==> src/rtl/spi_gray_pkg.sv <==
// Definitions shared by the SPI execution unit's Gray encoder and the
// bit-serial Gray decoder: FSM states, error-code fill and the decode step.
package spi_gray_pkg;

    typedef enum logic [1:0] {
        IDLE,
        RUN,
        DONE
    } gray_state_e;

    // The encoder flags a negative source with an all-ones word; this is the fill bit.
    localparam logic ERR_FILL = 1'b1;

    // One Gray-to-binary step: the next binary bit down from the previous one.
    function automatic logic gray_step(input logic prev_bit, input logic gray_bit);
        return prev_bit ^ gray_bit;
    endfunction

    // Any word with the MSB set (including the all-ones error code) is invalid.
    function automatic logic gray_is_err(input logic gray_msb);
        return gray_msb == ERR_FILL;
    endfunction

endpackage

==> src/rtl/gray_decoder_seq.sv <==
// Bit-serial Gray-to-binary decoder: one LEN-bit word per handshake,
// one binary bit resolved per clock, MSB first, signed result with error flag.
module gray_decoder_seq
    import spi_gray_pkg::*;
#(
    parameter int LEN = 4
) (
    input  logic                  i_clk,
    input  logic                  i_rst,
    input  logic [LEN-1:0]        i_gray,
    input  logic                  i_valid,
    output logic                  o_ready,
    output logic signed [LEN-1:0] o_data,
    output logic                  o_err,
    output logic                  o_valid,
    input  logic                  i_ready
);

    localparam int IDXW = $clog2(LEN);

    gray_state_e     state_q, state_d;
    logic [LEN-2:0]  gray_q,  gray_d;   // remaining Gray bits, next one at the top
    logic [LEN-2:0]  res_q,   res_d;    // binary bits resolved so far, newest at bit 0
    logic [IDXW-1:0] idx_q,   idx_d;
    logic [LEN-1:0]  data_q,  data_d;
    logic            err_q,   err_d;
    logic            step_bit;
    logic [LEN-1:0]  res_next;

    always_comb begin
        // NOTE: every always_comb output gets a default first, so no path can infer a latch.
        state_d  = state_q;
        gray_d   = gray_q;
        res_d    = res_q;
        idx_d    = idx_q;
        data_d   = data_q;
        err_d    = err_q;
        step_bit = gray_step(res_q[0], gray_q[LEN-2]);
        res_next = {res_q, step_bit};

        case (state_q)
            IDLE: begin
                if (i_valid) begin
                    gray_d = i_gray[LEN-2:0];
                    if (gray_is_err(i_gray[LEN-1])) begin
                        data_d  = {LEN{ERR_FILL}};
                        err_d   = 1'b1;
                        state_d = DONE;
                    end else begin
                        res_d   = '0;
                        idx_d   = IDXW'(LEN - 2);
                        state_d = RUN;
                    end
                end
            end
            RUN: begin
                gray_d = gray_q << 1;
                res_d  = res_next[LEN-2:0];
                if (idx_q == '0) begin
                    data_d  = res_next;
                    err_d   = 1'b0;
                    state_d = DONE;
                end else begin
                    idx_d = idx_q - IDXW'(1);
                end
            end
            DONE: begin
                if (i_ready) begin
                    state_d = IDLE;
                end
            end
            default: state_d = IDLE;
        endcase
    end

    // NOTE: state uses non-blocking assignments so every register samples pre-edge values.
    always_ff @(posedge i_clk) begin
        if (i_rst) begin
            state_q <= IDLE;
            gray_q  <= '0;
            res_q   <= '0;
            idx_q   <= '0;
            data_q  <= '0;
            err_q   <= 1'b0;
        end else begin
            state_q <= state_d;
            gray_q  <= gray_d;
            res_q   <= res_d;
            idx_q   <= idx_d;
            data_q  <= data_d;
            err_q   <= err_d;
        end
    end

    assign o_ready = (state_q == IDLE);
    assign o_valid = (state_q == DONE);
    assign o_data  = $signed(data_q);
    assign o_err   = err_q;

endmodule

==> config.mk <==
export PLATFORM = sky130hd
export DESIGN_NAME = gray_decoder_seq
export DESIGN_NICKNAME = d
export VERILOG_FILES = /design/src/rtl/spi_gray_pkg.sv /design/src/rtl/gray_decoder_seq.sv
export SDC_FILE = /design/constraint.sdc
export NUM_CORES = 1
export LEC_CHECK = 0
export ABC_AREA = 0
export CELL_PAD_IN_SITES_DETAIL_PLACEMENT = 0
export CELL_PAD_IN_SITES_GLOBAL_PLACEMENT = 1
export CORE_ASPECT_RATIO = 0.75
export CORE_MARGIN = 4
export CORE_UTILIZATION = 39
export CTS_BUF_LIST = sky130_fd_sc_hd__clkbuf_8
export CTS_CLUSTER_DIAMETER = 80
export CTS_CLUSTER_SIZE = 20
export DETAILED_ROUTE_END_ITERATION = 10
export PLACE_DENSITY_LB_ADDON = 0.3
export SYNTH_ARGS = -nofsm -noshare
export SYNTH_HDL_FRONTEND = slang
export SYNTH_SLANG_ARGS = --single-unit
==> constraint.sdc <==
create_clock -name i_clk -period 1.6 [get_ports i_clk]
set_clock_uncertainty 0.2 [all_clocks]
set_input_delay 0.24 -clock i_clk [delete_from_list [all_inputs] [get_ports i_clk]]
set_output_delay 0.24 -clock i_clk [all_outputs]
set_load 0.01 [all_outputs]
# ---- Word level (Yosys, flattened, before mapping)
# Cells that the tools add are included.
dict set report word_totals {
  register_bits 15
  inputBits 8
  out_inout_bits 7
  word_cells 46
}
dict set report classes {
  add_sub_neg 1
  n_eq_ne 8
  n_mux 22
  bitwise 1
  reduce_logical 8
}
# op count
set op_table {}
lappend op_table {{2-bit two-way mux} 7}
lappend op_table {{4-bit two-way mux} 3}
lappend op_table {{3-bit one-hot mux with 2 select lines} 2}
lappend op_table {{2-bit != test (second input constant)} 5}
lappend op_table {{3-bit two-way mux} 3}
lappend op_table {{4-bit one-hot mux with 2 select lines} 1}
lappend op_table {{4-bit AND reduction} 2}
lappend op_table {{2-bit one-hot mux with 3 select lines} 1}
lappend op_table {{3-bit AND reduction} 2}
lappend op_table {{2-bit zero test} 2}
lappend op_table {{2-bit one-hot mux with 2 select lines} 1}
lappend op_table {{1-bit two-way mux} 3}
lappend op_table {{2-bit by 1-bit equality test with 1-bit output (second input constant)} 1}
lappend op_table {{2-bit equality test (second input constant)} 1}
lappend op_table {{2-bit by 1-bit != test with 1-bit output (second input constant)} 1}
lappend op_table {{1-bit one-hot mux with 2 select lines} 1}
lappend op_table {{2-bit AND reduction} 1}
lappend op_table {{2-bit nonzero test} 1}
lappend op_table {{2-bit by 1-bit subtractor with 2-bit output (second input constant)} 1}
lappend op_table {{1-bit XOR} 1}

# ---- Depth between registers and ports, before layout
dict set report depth {
  ltp_word 3
  depth_mapped 5
  mapped_depth_nobuf 5
}

# ---- Least setup slack after synthesis
# Ideal clock, no wire load.
dict set report synth_path {
  kind {flip-flop to flip-flop}
  start {register idx_q[0]}
  end {register data_q[0] (netlist: o_data[0])}
  setup_ps 119
  arrival_ps 1151
  setup_slack_ps 130
  path_stages_with_launch 6
  synth_period_minus_slack_ps 1470
  path_cell_list {dfxtp_1 inv_1 ha_1 nand3b_2 o31ai_4 o221a_1}
}
dict set report synth_between {
  elab_chain_len 3
}
# item line_no
set synth_lines {}
lappend synth_lines {{from (decl)} gray_decoder_seq.sv:24} ;# logic [IDXW-1:0] idx_q, idx_d;
lappend synth_lines {{from (signal assigned)} gray_decoder_seq.sv:89} ;# idx_q <= idx_d;
lappend synth_lines {{2-bit zero test} gray_decoder_seq.sv:59} ;# if (idx_q == '0) begin
lappend synth_lines {{2-bit != test (no line)} n/a}
lappend synth_lines {{4-bit AND reduction (no line)} n/a}
lappend synth_lines {{to (signal assigned)} gray_decoder_seq.sv:90} ;# data_q <= data_d;
lappend synth_lines {{to (decl)} gray_decoder_seq.sv:25} ;# logic [LEN-1:0] data_q, data_d;
# Every way passes these cells.
# A chain may end at the register's enable or synchronous reset.

# ---- Final worst setup path
dict set report layout_path {
  start {register data_q[1] (netlist: o_data[1])}
  end {output port o_data[1]}
}
# item line_no
set layout_rtl {}
lappend layout_rtl {{to (decl)} gray_decoder_seq.sv:13} ;# output logic signed [LEN-1:0] o_data,
# No word-level cell between the ends.

==> results.cfg <==
[status]
status = completed

[cts]
worstSkewPairLatency_ns = 0.24
cts_sinks = 15
htree_num_levels = 1
clk_pin_slew_ns = 0.06
cts_buffer_depth = 2
cts_made_buffers = 3
root_buffer = clkbuf_8
cts_tree = built

[route]
drc = 0
drtIter0Drc = 10
vias = 602
wirelength_um = 1520
antenna_left = 0
firstDrtPassIters = 3
wl_per_cell_um = 13.1
viasPerCell = 5.19

[logic_synthesis]
synth_top_area_share_pct = 41.1
synth_seq_cells = 15
synth_edf_count = 0
synth_top_area_cell = dfxtp_1
syn_inst = 72
yosys-top-cells-count = dfxtp_1 (15), a21oi_1 (7), inv_1 (7), o221a_1 (5), nand2_1 (4)
syn_nets = 81
synthArstFlopShare_pct = 0
ys_seq_area_share_pct = 41.1
synthFlopType = dfxtp_1
synth.most_common_cell = dfxtp_1
avgSynthCellArea_um2 = 10.1
yosys_warnings = 0
netlist_top_cells_area = dfxtp_1 (41%), o221a_1 (7.7%), a21oi_1 (4.8%)
synthDistinctLibCells = 29
synth.cell_area_um2 = 731

[worst_setup_path]
cpLargestDelayFamily = buffers and inverters
cp-end-kind = output port
path_class = reg -> out
crit_path_max_incr_delay_ns = 0.53
cp.arrival_ns = 1.11
crit_path_start_kind = flop
critPathMaxFanout = 2
crit_required_ns = 1.16
crit_buf_inv = 1
slowest_stage = clkdlybuf4s50_1
r2r_start = idx_q[0]
crit_chain = clkdlybuf4s50_1
cp-startpoint = o_data[1]

[grt]
antenna_found_initial = 0
grt_first_pass_wirelength_um = 2640
grt_max_degree = 15
grt_overflow = 0
grt_pass1_vias = 616
grt_usage_pct = 13.8

[sta]
period_minus_slack_ns = 1.55
rsz0062_at_grt = false
maxSlewViolCount = 0
final_hold_viol_count = 0
setup_slack_ns = 0.0523
max_freq_ghz = 0.646
period_share_pct = 96.7
worst_slew_pin_slew_ns = 0.322
slew_headroom_pct = 78.5
tns_ns = 0
fin_hold_ws_ns = 0.279
setup_viol = 0

[power_and_ir_drop]
finalPower_mw = 0.915
p_leak_nw = 0.402
p_per_area_nw_per_um2 = 923
ir_drop_v = 0.000610

[floorplanning]
die_y_um = 45.5
initial_utilization_pct = 41.6
row_count = 13
core_area_um2 = 1760
die-area_um2 = 2640
die_x_um = 58.0
ios = 15

[layout]
syn2layout_area_growth_pct = 35.6
stdcell_area_um2 = 991
diodes = 0
finalNetCount = 104
drive_gt1_share_pct = 23.4

[placed_design]
gp_congestion = 0.698
numPortBuffers = 14
placed_area_um2 = 942
place_ws_ns = -0.141
dpl.hpwl_um = 1120

[min_path]
min_from = gray_q[0]
hp-class = reg -> reg

[flow_run]
max_cap_violations = 0
-- state kept, by name (all words and copies together), names as in the netlist --
name and cells:
o_data 4, state_q 2, res_q 3, gray_q 3, idx_q 2, o_err 1
-- cells in the final DEF (no fill, tap or decap), types with 2 or more instances in the layout --
cell type        instances
o221a_1                  5
buf_4                    6
and3b_2                  2
nor2b_1                  3
o22ai_1                  2
dlygate4sd2_1            2
o32ai_1                  2
o21ai_0                  3
clkbuf_8                 3
nand2_1                  4
nand2b_1                 2
nor2_1                   2
clkdlybuf4s50_1         11
a21oi_1                  7
inv_1                    8
dfxtp_1                 14
-- final timing paths --
check	slack (ns)	endpoint	cells after the start
worst max-delay path	0.05	o_data[1]	1
worst min-delay path	0.28	gray_q[0]	2
worst max register to register	0.07	o_data[2]	5
worst min register to register	0.28	gray_q[0]	2
-- worst reg2reg max path, cell delays in order (launching register included) --
cell,delay (ns)
dfxtp_1,0.32
inv_1,0.07
ha_2,0.25
nand3b_2,0.15
buf_4,0.19
o221a_1,0.24
-- layer usage --
layer / up-vias / share of wire, % / GRT usage, %
met5: - / 0 / 0
met3: 2 / 5.0 / 5.95
met4: 0 / 0.53 / 4.17
met1: 280 / 47 / 16.0
met2: 11 / 47 / 23.4
li1: 309 / - / -
-- area by class of cell --
cell class / count / area [um2]
Tap cell: 22 / 27.5
Clock inverter: 1 / 3.75
Inverter: 7 / 26.3
Multi-Input combinational cell: 47 / 385
Timing Repair Buffer: 21 / 205
Clock buffer: 3 / 41.3
Sequential cell: 15 / 302
Fill cell: 164 / 766
-- power by group --
group,switching (mW),internal [mW],leakage [nW]
sequential,0.0188,0.402,0.123
clock,0.125,0.170,0.0269
combinational,0.0869,0.112,0.252
-- repair_timing --
item | CTS | global route
setup buffers | 0 | 0
gates resized for setup | 4 | 1
cloned | 0 | 0
endpoints found under the setup margin | 3 | 1
hold buffers | 0 | 0
-- per-stage QoR --
stage,std cells,utilization [%]
after CTS,116,56.3
after global placement,112,53.6
after detailed placement,112,53.6
final,116,56.4
after floorplan,72,-
after global routing,116,56.4
-- cell families after synthesis --
group | Yosys count | synth area share, %
AO/OA/AOI/OAI | 25 | 29.1
AND/OR/NAND/NOR | 20 | 20.4
buffers and inverters | 10 | 6.51
flip-flops | 15 | 41.1
adder cells (fa/ha/maj) | 1 | 1.71
XOR/XNOR | 1 | 1.20
No activity file was read; power rests on OpenSTA's default activity.
==> variant, RTL diff (same settings) <==
The parameter `LEN` goes from 4 to 8.
--- a/src/rtl/gray_decoder_seq.sv
+++ b/src/rtl/gray_decoder_seq.sv
@@ -5,3 +5,3 @@
 #(
-    parameter int LEN = 4
+    parameter int LEN = 8
 ) (
Ports: changed (resized i_gray and o_data); port bits go from 15 to 23. The function was not compared with the original's and may differ.
==> variant against the original RTL <==
- count of clock-buffer cells in the layout unchanged
- synthesized cell count increased by 85%
- routed wire length increased by 92%
- global-route usage increased by 0.60 points
- worst setup slack got worse by 0.020 ns
- register-to-register slack got worse by 0.04 ns
- power increased by 90%
- area after synthesis increased by 68%
- design area increased by 75%
- sequential cell count increased by 13
==> variant: results <==
export IMPL_status="completed"
export IMPL_use_met3=0.0376
export IMPL_vias_per_cell=5.18
export IMPL_num_nets_final=189
export IMPL_drive_gt1_frac=0.259
export IMPL_htreeDepth=1
export IMPL_synthTopCellsByCount="dfxtp_1 (28), inv_1 (13), a21oi_1 (11)"
export IMPL_crit_arrival_ns=1.57
export IMPL_gp_congestion=0.795
export IMPL_wl_met2_um=1340
export IMPL_first_pass_iters=4
export IMPL_numCtsBuffers=3
export IMPL_largest_reg_flops=8
export IMPL_irDropWorstVdd_mv=0.635
export IMPL_io_buffers=22
export IMPL_clkSlewWorstSetupHoldPaths_ns=0.10
export IMPL_tightest_slew_ns=0.234
export IMPL_path_max_fanout=2
export IMPL_async_flop_share=0
export IMPL_clk_latency_ns=0.28
export IMPL_ys_seq_area_frac=0.457
export IMPL_syn_nets=147
export IMPL_wl_met3_um=128
export IMPL_rrSetupSlack_ns=0.03
export IMPL_setup_viol=0
export IMPL_grt_pass1_vias=1042
export IMPL_yosysUniqueCellTypes=37
export IMPL_grt_pass1_wl_um=4780
export IMPL_gr_usage_met2=0.228
export IMPL_clk_path_buf_depth=2
export IMPL_antenna_found_initial=0
export IMPL_synth_ff_type="dfxtp_1"
export IMPL_initialDrtViolationCount=90
export IMPL_leakage_nw=0.779
export IMPL_highest_layer="met4"
export IMPL_crit_path_max_incr_delay_ns=0.35
export IMPL_hold_class="register to register"
export IMPL_root_buffer="clkbuf_8"
export IMPL_met1_usage=0.200
export IMPL_drt_wirelength_per_cell_um=13.7
export IMPL_n_antenna_cell=0
export IMPL_grt_util_all_layers=0.144
export IMPL_slowest_stage="dfxtp_2"
export IMPL_grt_max_degree=17
export IMPL_crit_family="flip-flops"
export IMPL_yosysWarnings=0
export IMPL_synth_area_leaders="dfxtp_1 (46%), o221a_2 (5.5%), a21oi_1 (4.5%), inv_1 (4.0%), a2bb2oi_1 (3.6%)"
export IMPL_dp_hpwl_um=2170
export IMPL_met1_length_um=1440
-- variant: path summary, 6_finish.rpt --
kind | depth (start not counted) | end | startpoint
worst max register to register | 6 | o_data[0] | idx_q[0]
worst max-delay path | 6 | o_data[0] | idx_q[0]
worst min register to register | 2 | o_data[1] | o_data[1]
worst min-delay path | 2 | o_data[1] | o_data[1]
-- variant: cell families (layout without fill, tap and decap cells) --
group / after synthesis / in the layout / share of synthesized area
mux: 1 / 1 / 0.00816
fa+ha+maj: 2 / 2 / 0.0204
xor+xnor: 1 / 1 / 0.00714
compound gates: 47 / 47 / 0.287
flops: 28 / 28 / 0.457
buf+inv: 21 / 62 / 0.0704
simple gates: 33 / 33 / 0.150
-- variant: power by group --
part | leakage [nW] | switching, mW | internal, mW
combinational | 0.512 | 0.171 | 0.217
clock | 0.0357 | 0.225 | 0.335
sequential | 0.231 | 0.0342 | 0.754
total | 0.779 | 0.430 | 1.31
-- variant: repair_timing --
item	4_1_cts	5_1_grt
gates resized for setup	9	11
hold buffers	0	0
buffers inserted	2	1
endpoints found under the hold margin	0	0
pin swaps	0	0
setup endpoints to repair	15	17
-- variant: cell type report --
cell class / instances / area, µm²
Fill cell: 257 / 1240
Multi-Input combinational cell: 84 / 596
Sequential cell: 28 / 563
Timing Repair Buffer: 44 / 408
Inverter: 14 / 52.6
Tap cell: 38 / 47.5
Clock buffer: 3 / 41.3
Clock inverter: 1 / 30.0
-- variant: stage by stage --
step                hold slack (ns)  worst slack [ns]   util  area, µm²  instances
finish                        0.244            0.0326  0.584       1740        212
global route                  0.264           0.00901  0.584       1740        212
CTS                           0.253           0.00115  0.573       1710        211
detailed placement            0.239           -0.0863  0.538       1600        205
global placement              0.230           -0.0490  0.538       1600        205
floorplan                     0.192            0.0498      -       1230        133
